File: config.mk
export PLATFORM = sky130hd
export DESIGN_NAME = eq_cascade
export DESIGN_NICKNAME = d
export VERILOG_FILES = /design/src/rtl/eq_pkg.sv /design/src/rtl/eq_mac.sv /design/src/rtl/eq_cascade.sv
export SDC_FILE = /design/constraint.sdc
export NUM_CORES = 2
export LEC_CHECK = 0
export CAP_MARGIN = 20
export CORE_ASPECT_RATIO = 0.75
export CORE_MARGIN = 2
export CORE_UTILIZATION = 69
export DETAILED_ROUTE_END_ITERATION = 6
export PLACE_DENSITY = 0.86
export SETUP_SLACK_MARGIN = 0.5
export SYNTH_ARGS = -nofsm -noshare
export SYNTH_HDL_FRONTEND = slang
export SYNTH_SLANG_ARGS = --single-unit
File: constraint.sdc
create_clock -name i_clk -period 83.6 [get_ports i_clk]
set_input_delay 8.36 -clock i_clk [delete_from_list [all_inputs] [get_ports i_clk]]
set_output_delay 8.36 -clock i_clk [all_outputs]
set_load 0.005 [all_outputs]
File: src/rtl/eq_pkg.sv
// Shared types and Q-format helpers for the biquad EQ cascade.
// Coefficients are Q2.(COEF_W-2); a value of 1.0 is 2^(COEF_W-2).
package eq_pkg;

  typedef enum logic [1:0] {
    ST_IDLE,
    ST_MAC,
    ST_WB,
    ST_OUT
  } eq_state_e;

  // Also the MAC step index: step n multiplies coefficient n by its operand.
  typedef enum logic [2:0] {
    SEL_B0 = 3'd0,
    SEL_B1 = 3'd1,
    SEL_B2 = 3'd2,
    SEL_A1 = 3'd3,
    SEL_A2 = 3'd4
  } coef_sel_e;

  localparam int NUM_COEFS = 5;

  function automatic int q_frac(input int coef_w);
    return coef_w - 2;
  endfunction

  function automatic int coef_one(input int coef_w);
    return 1 << q_frac(coef_w);
  endfunction

endpackage

File: src/rtl/eq_mac.sv
// Shared-multiplier accumulator for one biquad band, plus the rounding and
// saturation that turn the accumulator into the band output y.
module eq_mac
  import eq_pkg::*;
#(
  parameter int DATA_W = 16,
  parameter int COEF_W = 16
) (
  input  logic              i_clk,
  input  logic              i_rst,
  input  logic              i_en,
  input  logic              i_first,
  input  logic              i_sub,
  input  logic [COEF_W-1:0] i_coef,
  input  logic [DATA_W-1:0] i_sample,
  output logic [DATA_W-1:0] o_y,
  output logic              o_clamp
);

  localparam int PW = DATA_W + COEF_W;
  localparam int AW = DATA_W + COEF_W + 3;
  localparam int SH = q_frac(COEF_W);

  localparam logic signed [AW:0] HALF  = {{(AW + 1 - SH){1'b0}}, 1'b1, {(SH - 1){1'b0}}};
  localparam logic signed [AW:0] MAX_V = {{(AW + 2 - DATA_W){1'b0}}, {(DATA_W - 1){1'b1}}};
  localparam logic signed [AW:0] MIN_V = {{(AW + 2 - DATA_W){1'b1}}, {(DATA_W - 1){1'b0}}};

  logic [PW-1:0]     prod;
  logic [AW-1:0]     prod_ext;
  logic [AW-1:0]     acc_d, acc_q;
  logic signed [AW:0] rnd;
  logic signed [AW:0] shifted;

  // Both operands sign-extended to the full product width, so the modular
  // product is the exact two's-complement result.
  assign prod     = {{DATA_W{i_coef[COEF_W-1]}}, i_coef} * {{COEF_W{i_sample[DATA_W-1]}}, i_sample};
  assign prod_ext = {{3{prod[PW-1]}}, prod};

  always_comb begin
    acc_d = acc_q;
    if (i_en) begin
      if (i_first) acc_d = i_sub ? (AW'(0) - prod_ext) : prod_ext;
      else         acc_d = i_sub ? (acc_q - prod_ext) : (acc_q + prod_ext);
    end
  end

  always_ff @(posedge i_clk or posedge i_rst) begin
    if (i_rst) acc_q <= '0;
    else       acc_q <= acc_d;
  end

  assign rnd     = $signed({acc_q[AW-1], acc_q}) + HALF;
  assign shifted = rnd >>> SH;

  always_comb begin
    o_clamp = 1'b0;
    o_y     = shifted[DATA_W-1:0];
    if (shifted > MAX_V) begin
      o_clamp = 1'b1;
      o_y     = MAX_V[DATA_W-1:0];
    end else if (shifted < MIN_V) begin
      o_clamp = 1'b1;
      o_y     = MIN_V[DATA_W-1:0];
    end
  end

endmodule

File: src/rtl/eq_cascade.sv
// Cascade of NUM_BANDS biquads sharing one multiplier: 5 MAC + 1 WB cycle per band.
// EQ_CASCADE_SAT_FLAG_EN enables the sticky o_sat clamp flag; otherwise o_sat is 0.
module eq_cascade
  import eq_pkg::*;
#(
  parameter int DATA_W    = 16,
  parameter int NUM_BANDS = 6,
  parameter int COEF_W    = 16,
  localparam int BAND_W   = (NUM_BANDS > 1) ? $clog2(NUM_BANDS) : 1
) (
  input  logic              i_clk,
  input  logic              i_rst,
  input  logic              i_valid,
  input  logic [DATA_W-1:0] i_data,
  output logic              o_ready,
  input  logic              i_cfg_we,
  input  logic [BAND_W-1:0] i_cfg_band,
  input  logic [2:0]        i_cfg_sel,
  input  logic [COEF_W-1:0] i_cfg_coef,
  output logic [DATA_W-1:0] o_data,
  output logic              o_valid,
  output logic              o_sat,
  input  logic              i_clr_sat
);

  localparam logic [COEF_W-1:0] COEF_ONE = COEF_W'(coef_one(COEF_W));

  eq_state_e         state_d, state_q;
  logic [BAND_W-1:0] band_d, band_q;
  coef_sel_e         step_d, step_q;
  logic [DATA_W-1:0] x_d, x_q;
  logic [COEF_W-1:0] coef_d [NUM_BANDS][NUM_COEFS];
  logic [COEF_W-1:0] coef_q [NUM_BANDS][NUM_COEFS];
  logic [DATA_W-1:0] x1_d [NUM_BANDS], x1_q [NUM_BANDS];
  logic [DATA_W-1:0] x2_d [NUM_BANDS], x2_q [NUM_BANDS];
  logic [DATA_W-1:0] y1_d [NUM_BANDS], y1_q [NUM_BANDS];
  logic [DATA_W-1:0] y2_d [NUM_BANDS], y2_q [NUM_BANDS];
  logic [DATA_W-1:0] o_data_d, o_data_q;
  logic              o_valid_d, o_valid_q;
  logic [DATA_W-1:0] mac_sample;
  logic [DATA_W-1:0] mac_y;
  logic              mac_clamp;
  logic              cfg_ok;

  always_comb begin
    case (step_q)
      SEL_B0:  mac_sample = x_q;
      SEL_B1:  mac_sample = x1_q[band_q];
      SEL_B2:  mac_sample = x2_q[band_q];
      SEL_A1:  mac_sample = y1_q[band_q];
      SEL_A2:  mac_sample = y2_q[band_q];
      default: mac_sample = '0;
    endcase
  end

  eq_mac #(.DATA_W(DATA_W), .COEF_W(COEF_W)) u_mac (
    .i_clk    (i_clk),
    .i_rst    (i_rst),
    .i_en     (state_q == ST_MAC),
    .i_first  (step_q == SEL_B0),
    .i_sub    (step_q == SEL_A1 || step_q == SEL_A2),
    .i_coef   (coef_q[band_q][step_q]),
    .i_sample (mac_sample),
    .o_y      (mac_y),
    .o_clamp  (mac_clamp)
  );

  assign cfg_ok = i_cfg_we && (i_cfg_sel <= 3'd4) && (32'(i_cfg_band) < NUM_BANDS);

  always_comb begin
    state_d   = state_q;
    band_d    = band_q;
    step_d    = step_q;
    x_d       = x_q;
    coef_d    = coef_q;
    x1_d      = x1_q;
    x2_d      = x2_q;
    y1_d      = y1_q;
    y2_d      = y2_q;
    o_data_d  = o_data_q;
    o_valid_d = 1'b0;
    case (state_q)
      ST_IDLE: begin
        // The write lands on the same edge as the accept, so the sample sees it.
        if (cfg_ok) coef_d[i_cfg_band][i_cfg_sel] = i_cfg_coef;
        if (i_valid) begin
          x_d     = i_data;
          band_d  = '0;
          step_d  = SEL_B0;
          state_d = ST_MAC;
        end
      end
      ST_MAC: begin
        if (step_q == SEL_A2) state_d = ST_WB;
        else                  step_d  = coef_sel_e'(step_q + 3'd1);
      end
      ST_WB: begin
        x2_d[band_q] = x1_q[band_q];
        x1_d[band_q] = x_q;
        y2_d[band_q] = y1_q[band_q];
        y1_d[band_q] = mac_y;
        x_d          = mac_y;
        if (band_q == BAND_W'(NUM_BANDS - 1)) begin
          state_d = ST_OUT;
        end else begin
          band_d  = band_q + 1'b1;
          step_d  = SEL_B0;
          state_d = ST_MAC;
        end
      end
      ST_OUT: begin
        o_data_d  = x_q;
        o_valid_d = 1'b1;
        state_d   = ST_IDLE;
      end
      default: state_d = ST_IDLE;
    endcase
  end

  always_ff @(posedge i_clk or posedge i_rst) begin
    if (i_rst) begin
      state_q   <= ST_IDLE;
      band_q    <= '0;
      step_q    <= SEL_B0;
      x_q       <= '0;
      o_data_q  <= '0;
      o_valid_q <= 1'b0;
      for (int b = 0; b < NUM_BANDS; b++) begin
        for (int c = 0; c < NUM_COEFS; c++) coef_q[b][c] <= (c == 0) ? COEF_ONE : '0;
        x1_q[b] <= '0;
        x2_q[b] <= '0;
        y1_q[b] <= '0;
        y2_q[b] <= '0;
      end
    end else begin
      state_q   <= state_d;
      band_q    <= band_d;
      step_q    <= step_d;
      x_q       <= x_d;
      coef_q    <= coef_d;
      x1_q      <= x1_d;
      x2_q      <= x2_d;
      y1_q      <= y1_d;
      y2_q      <= y2_d;
      o_data_q  <= o_data_d;
      o_valid_q <= o_valid_d;
    end
  end

  assign o_ready = (state_q == ST_IDLE);
  assign o_data  = o_data_q;
  assign o_valid = o_valid_q;

`ifdef EQ_CASCADE_SAT_FLAG_EN
  logic sat_d, sat_q;

  // Clear wins over a clamp landing in the same cycle.
  always_comb begin
    sat_d = sat_q;
    if (state_q == ST_WB && mac_clamp) sat_d = 1'b1;
    if (i_clr_sat)                     sat_d = 1'b0;
  end

  always_ff @(posedge i_clk or posedge i_rst) begin
    if (i_rst) sat_q <= 1'b0;
    else       sat_q <= sat_d;
  end

  assign o_sat = sat_q;
`else
  logic unused_sat;
  assign unused_sat = i_clr_sat ^ mac_clamp;
  assign o_sat      = 1'b0;
`endif

endmodule
Word-level counts from Yosys, hierarchy flattened --
Cells that the tools add are included.
Word-level totals: bits in registers 940, input bits 43, word-level logic and storage cells 158
Cells by class: $add $sub $neg 6, multiply operators 1, $lt $le $gt $ge 11, equal/unequal tests 12, multiplexer cells 48, bitwise operators 4, reductions and logical operators 15
Operator list (count):
- bitwise mux 480 bit | 1
- bitwise mux 96 bit | 4
- binary-select mux 16 bit (select 3 bit) | 5
- binary-select mux 80 bit (select 3 bit) | 1
- demux 80 bit (select 3 bit) | 1
- two-way mux 16 bit | 15
- two-way mux 80 bit | 3
- two-way mux 35 bit | 3
- demux 16 bit (select 3 bit) | 2
- one-hot mux 16 bit (5 select lines) | 1
- adder 35 x 15 -> 36 bit, second input constant | 1
- adder 35 bit | 1
- subtractor 35 bit | 1
- subtractor 1 x 32 -> 33 bit, first input constant | 1
- multiplier 16 x 16 -> 32 bit | 1
- one-hot mux 16 bit (2 select lines) | 1
- greater-than comparator 22 x 16 -> 1 bit, second input constant | 1
- < comparator 22 x 16 -> 1 bit, second input constant | 1
- greater-or-equal comparator 4 bit, second input constant | 4
- NOT 3 -> 4 bit | 4
- < comparator 4 x 1 -> 1 bit, second input constant | 3
- two-way mux 3 bit | 4
- one-hot mux 3 bit (3 select lines) | 1
- != test 2 bit, second input constant | 4
- 21 further kinds | 33

Depth between registers and ports, before layout --
word-level depth 11, gate-level depth with buffers 51

Cells and area by module --
A second synthesis with hierarchy kept.
Unflattened totals: cell total of the unflattened synthesis 5013, area, all modules 56824.5 um^2
Modules (own cells, without submodules):
- eq_cascade | instances 1, cells each 3187, area each 41588.6 um^2, sequential area each 22654.2 um^2
- eq_mac | instances 1, cells each 1826, area each 15235.9 um^2, sequential area each 875.8 um^2

Worst setup path after synthesis --
OpenSTA, ideal clock, no wires.
kind register -> register, start point register band_q[2], end point register u_mac.acc_q[34], setup time 87 ps, data arrival time 11368 ps, data required time 83513 ps, slack 72145 ps, cell stages (with the launch flop) 48, buffers on the path 7, clock period less this slack 11455 ps, cell sequence dfrtp_1 clkbuf_2 buf_2 buf_2 buf_1 buf_1 mux2_2 a221oi_1 nor3_1 a211oi_1 clkbuf_1 nor2_1 fa_1 inv_1 fa_1 fa_1 fa_1 inv_1 [12 not listed] buf_2 nand2_1 nor3_1 nor2_1 xnor2_1 ha_1 a21oi_1 o21bai_1 a21oi_1 o21ai_0 nor2b_1 a2111oi_0 o21ai_0 a31oi_1 o21a_1 a211oi_1 or4_1 o211ai_1
Between the ends: cells in the longest elaborated chain, start to end 11
RTL lines:
- start, declared | line eq_cascade.sv:29 | logic [BAND_W-1:0] band_d, band_q;
- start signal, assigned | line eq_cascade.sv:137 | band_q <= band_d;
- NOT 3 -> 4 bit (implied by the code) *
- binary-select mux 80 bit (select 3 bit) | line eq_cascade.sv:62 | .i_coef (coef_q[band_q][step_q]),
- two-way mux 80 bit (implied by the code) (2 in series) | line eq_cascade.sv:62
- binary-select mux 16 bit (select 3 bit) | line eq_cascade.sv:62
- two-way mux 16 bit (implied by the code) (2 in series) | line eq_cascade.sv:62
- multiplier 16 x 16 -> 32 bit * | line eq_mac.sv:36 | assign prod = {{DATA_W{i_coef[COEF_W-1]}}, i_coef} * {{COEF_W{i_sample[DATA_W-1]}}, i_sample};
- adder 35 bit, or another cell as far along | line eq_mac.sv:43 | else acc_d = i_sub ? (acc_q - prod_ext) : (acc_q + prod_ext);
- two-way mux 35 bit, on equally long branches | line eq_mac.sv:43, eq_mac.sv:42
- two-way mux 35 bit * | line eq_mac.sv:42 | if (i_first) acc_d = i_sub ? (AW'(0) - prod_ext) : prod_ext;
- end signal, assigned | line eq_mac.sv:48 | if (i_rst) acc_q <= '0;
- end signal, assigned | line eq_mac.sv:49 | else acc_q <= acc_d;
- end, declared | line eq_mac.sv:30 | logic [AW-1:0] acc_d, acc_q;
Every way passes the cells marked *; elsewhere a longest branch is shown, timed or not. The select of a mux whose other input is x is not followed. A chain may end at the register's enable or synchronous reset.

Worst setup path in the final report --
start point register band_q[0], end point register u_mac.acc_q[34]
The elaborated chain is that of the path after synthesis.

==> impl_metrics.env <==
export IMPL_outcome="finished, violations left"
export IMPL_violations_in_the_final_reports="DRC"
export IMPL_cts_htree_levels=3
export IMPL_synth_nets=5528
export IMPL_yosys_warnings=0
export IMPL_worstSkewPairLatency_ns=0.69
export IMPL_clock_skew_ns=0.0325
export IMPL_finish_net_count=5420
export IMPL_floorplan_die_area_sq_um=83300
export IMPL_detailroute_via_count=41400
export IMPL_finalWirelength_mm=155
export IMPL_highest_clock_rate_ghz=0.0723
export IMPL_hold_class="reg2reg"
export IMPL_critPathArrivalTime_ns=14.45
export IMPL_slew_violations=0
export IMPL_met2_wirelength_mm=68.9
export IMPL_worstSetupStartpointType="flop"
export IMPL_final_setup_viol_count=0
export IMPL_initial_core_util=0.696
export IMPL_timing_max_cap_violations=0
export IMPL_synth_distinct_cells=92
export IMPL_rsz0062_at_grt="false"
export IMPL_ys_ff_latch=940
export IMPL_final_common_cell="sky130_fd_sc_hd__dfrtp_1"
export IMPL_layout_drive_gt1_share=0.227
export IMPL_route_met3_wl_mm=19.6
export IMPL_core_sq_um=80300
export IMPL_dp_hpwl_mm=96.6
export IMPL_synth_area_per_cell_sq_um=11.0
export IMPL_floorplan_rows=90
export IMPL_path_clk_slew_ns=0.07
export IMPL_tightestPinTransition_ns=1.20
export IMPL_setup_worst_path_class="reg2reg"
export IMPL_port_buffers=59
export IMPL_first_pass_grt_wire_length_mm=238
export IMPL_die_w_um=333
export IMPL_path_max_fanout=99
export IMPL_grt_ovfl_total=0
export IMPL_layout_common_cells="930 x sky130_fd_sc_hd__dfrtp_1, 744 x sky130_fd_sc_hd__mux2_2, 595 x sky130_fd_sc_hd__nand2_1"
export IMPL_final_hold_violation_count=0
export IMPL_max_slew_headroom=0.199
export IMPL_synth_flop_cell="sky130_fd_sc_hd__dfrtp_1"
export IMPL_critical_path_endpoint_type="flop"
export IMPL_cts_buffers=89
export IMPL_cp_buffers_inverters=4
export IMPL_cts_resized=0
export IMPL_wirelength_met1_mm=61.0
export IMPL_route_detailed_vias_per_inst=6.76
export IMPL_number_of_hold_buffers_added_after_cts=0
export IMPL_antenna_found_initial=2
export IMPL_required_ns=84.21
export IMPL_timing_critical_path_mode_cell="sky130_fd_sc_hd__fa_1"
export IMPL_area_growth_from_synthesis_to_final_layout_pct=8.91
export IMPL_worst_path_max_delay_cell="sky130_fd_sc_hd__o22ai_1"
export IMPL_clkSinkCount=940
export IMPL_n_antenna_cell=0
export IMPL_wire_per_inst_um=25.3
export IMPL_pin_count=62
export IMPL_asyncSetResetFlopFracSynth=1.00
export IMPL_crit_path_max_incr_delay_ns=1.01
export IMPL_worst_path_dominant_cell_family="compound AO/OA/AOI/OAI gates"
export IMPL_via_count_of_the_first_global_routing_pass=42300
export IMPL_detailed_router_iteration_count_before_antenna_repair=7
export IMPL_tritoncts="done"
export IMPL_fin_crit_ns=13.84
export IMPL_postSynthCellCount=5097
export IMPL_finalWeightedCongestion=0.960
export IMPL_postRouteAntennaNets=0
export IMPL_post_synth_instance_area_sq_um=55900
export IMPL_cts_max_path_buffers=3
export IMPL_drtIter0Drc=5148
export IMPL_final_period_utilization=0.166
export IMPL_clock_tree_root_cell="sky130_fd_sc_hd__clkbuf_16"
export IMPL_cts_post_setup_buffers_inserted=0
export IMPL_die_height_um=250
export IMPL_top_layer_used="met4"
export IMPL_holdWs_ns=0.476
export IMPL_ys_seq_area_frac=0.421
export IMPL_synth_edf_count=0
export IMPL_gr_usage_all_layers=0.368
export IMPL_grt_start_max_net_pins=128
export IMPL_drt_drc=2
export IMPL_finalSetupTns_ns=0
==> state kept, by name, indices dropped and copies added (netlist names) <==
register     flops
coef_q         480
x1_q            96
step_q           3
y1_q            96
o_data          16
x_q             16
o_valid          1
state_q          2
y2_q            96
band_q           3
u_mac.acc_q     35
x2_q            96
==> synth_stat cells, types with 15 or more instances <==
master / n / share of area
sky130_fd_sc_hd__dfrtp_1: 934 / 0.42
sky130_fd_sc_hd__mux2_2: 744 / 0.15
sky130_fd_sc_hd__nand2_1: 598 / 0.040
sky130_fd_sc_hd__o21ai_0: 435 / 0.039
sky130_fd_sc_hd__inv_1: 372 / 0.025
sky130_fd_sc_hd__clkbuf_1: 306 / 0.021
sky130_fd_sc_hd__fa_1: 264 / 0.095
sky130_fd_sc_hd__nor2_1: 246 / 0.017
sky130_fd_sc_hd__ha_1: 124 / 0.028
sky130_fd_sc_hd__a21oi_1: 118 / 0.011
sky130_fd_sc_hd__a221oi_1: 90 / 0.014
sky130_fd_sc_hd__mux4_2: 84 / 0.034
sky130_fd_sc_hd__xnor2_1: 83 / 0.013
sky130_fd_sc_hd__a221o_1: 62 / 0.011
sky130_fd_sc_hd__xor2_1: 50 / 0.0078
sky130_fd_sc_hd__mux2i_1: 42 / 0.0075
sky130_fd_sc_hd__nor3_1: 38 / 0.0034
sky130_fd_sc_hd__buf_1: 33 / 0.0022
sky130_fd_sc_hd__o21a_1: 29 / 0.0039
sky130_fd_sc_hd__a21o_1: 28 / 0.0038
sky130_fd_sc_hd__a31oi_1: 27 / 0.0030
sky130_fd_sc_hd__nand3_1: 26 / 0.0023
sky130_fd_sc_hd__and3_1: 24 / 0.0027
sky130_fd_sc_hd__buf_2: 23 / 0.0021
sky130_fd_sc_hd__or3_1: 20 / 0.0022
sky130_fd_sc_hd__a311oi_1: 18 / 0.0028
sky130_fd_sc_hd__nor3b_1: 18 / 0.0024
sky130_fd_sc_hd__o22a_1: 18 / 0.0028
sky130_fd_sc_hd__o221ai_1: 15 / 0.0024
==> worst paths after layout <==
kind / slack (ns) / end / from / cells past startpoint
max: 69.76 / u_mac.acc_q[34] / band_q[0] / 40
max reg2reg: 69.76 / u_mac.acc_q[34] / band_q[0] / 40
min: 0.48 / y2_q[14] / y2_q[14] / 2
min in group asynchronous: 8.23 / coef_q[350] / i_rst / 2
min reg2reg: 0.48 / y2_q[14] / y2_q[14] / 2
max in group asynchronous: 71.65 / y1_q[85] / i_rst / 8
==> metrics by stage <==
| stage | setup WS (ns) | std cells | utilization | instance area (sq um) |
|---|---|---|---|---|
| after floorplan | 48.82 | 5097 | - | 55900 |
| after global placement | 70.19 | 5933 | 0.712 | 57200 |
| after detailed placement | 70.16 | 5934 | 0.712 | 57200 |
| after CTS | 70.17 | 6098 | 0.752 | 60300 |
| after global routing | 69.08 | 6120 | 0.758 | 60900 |
| final | 69.76 | 6120 | 0.758 | 60900 |
==> worst min-delay path: stages (launching register included) <==
cell                      delay, ns
sky130_fd_sc_hd__dfrtp_1       0.34
sky130_fd_sc_hd__nand2_1       0.04
sky130_fd_sc_hd__o21ai_0       0.06
==> per-layer routing <==
layer	up-vias	global-route usage
met5	-	0
met4	0	0.127
met3	429	0.112
met2	2458	0.549
met1	21000	0.519
li1	17500	-
==> cell type report <==
class | count | area (sq um)
timing repair buffer | 170 | 1790
clock buffer | 131 | 2660
clock inverter | 33 | 494
fill | 4796 | 19400
tap | 1058 | 1320
inverter | 375 | 1420
sequential | 940 | 23500
multi-input combinational | 3413 | 29600
==> cell families (layout without fill, tap and decap cells) <==
group | after synthesis | after routing | synth area share
xor gates and xnor gates | 133 | 133 | 0.0208
DFF | 940 | 940 | 0.421
muxes | 870 | 870 | 0.191
and+or+nand+nor | 1061 | 1061 | 0.0818
AOI/OAI and AO/OA | 960 | 960 | 0.112
adders and majority gates | 388 | 388 | 0.122
other | 1 | 1 | 0.0000671
buffers and inverters | 744 | 709 | 0.0509
Power is left out: the tool's default activity adds up to more than one toggle a clock period on the data nets, which glitch-free logic cannot reach.
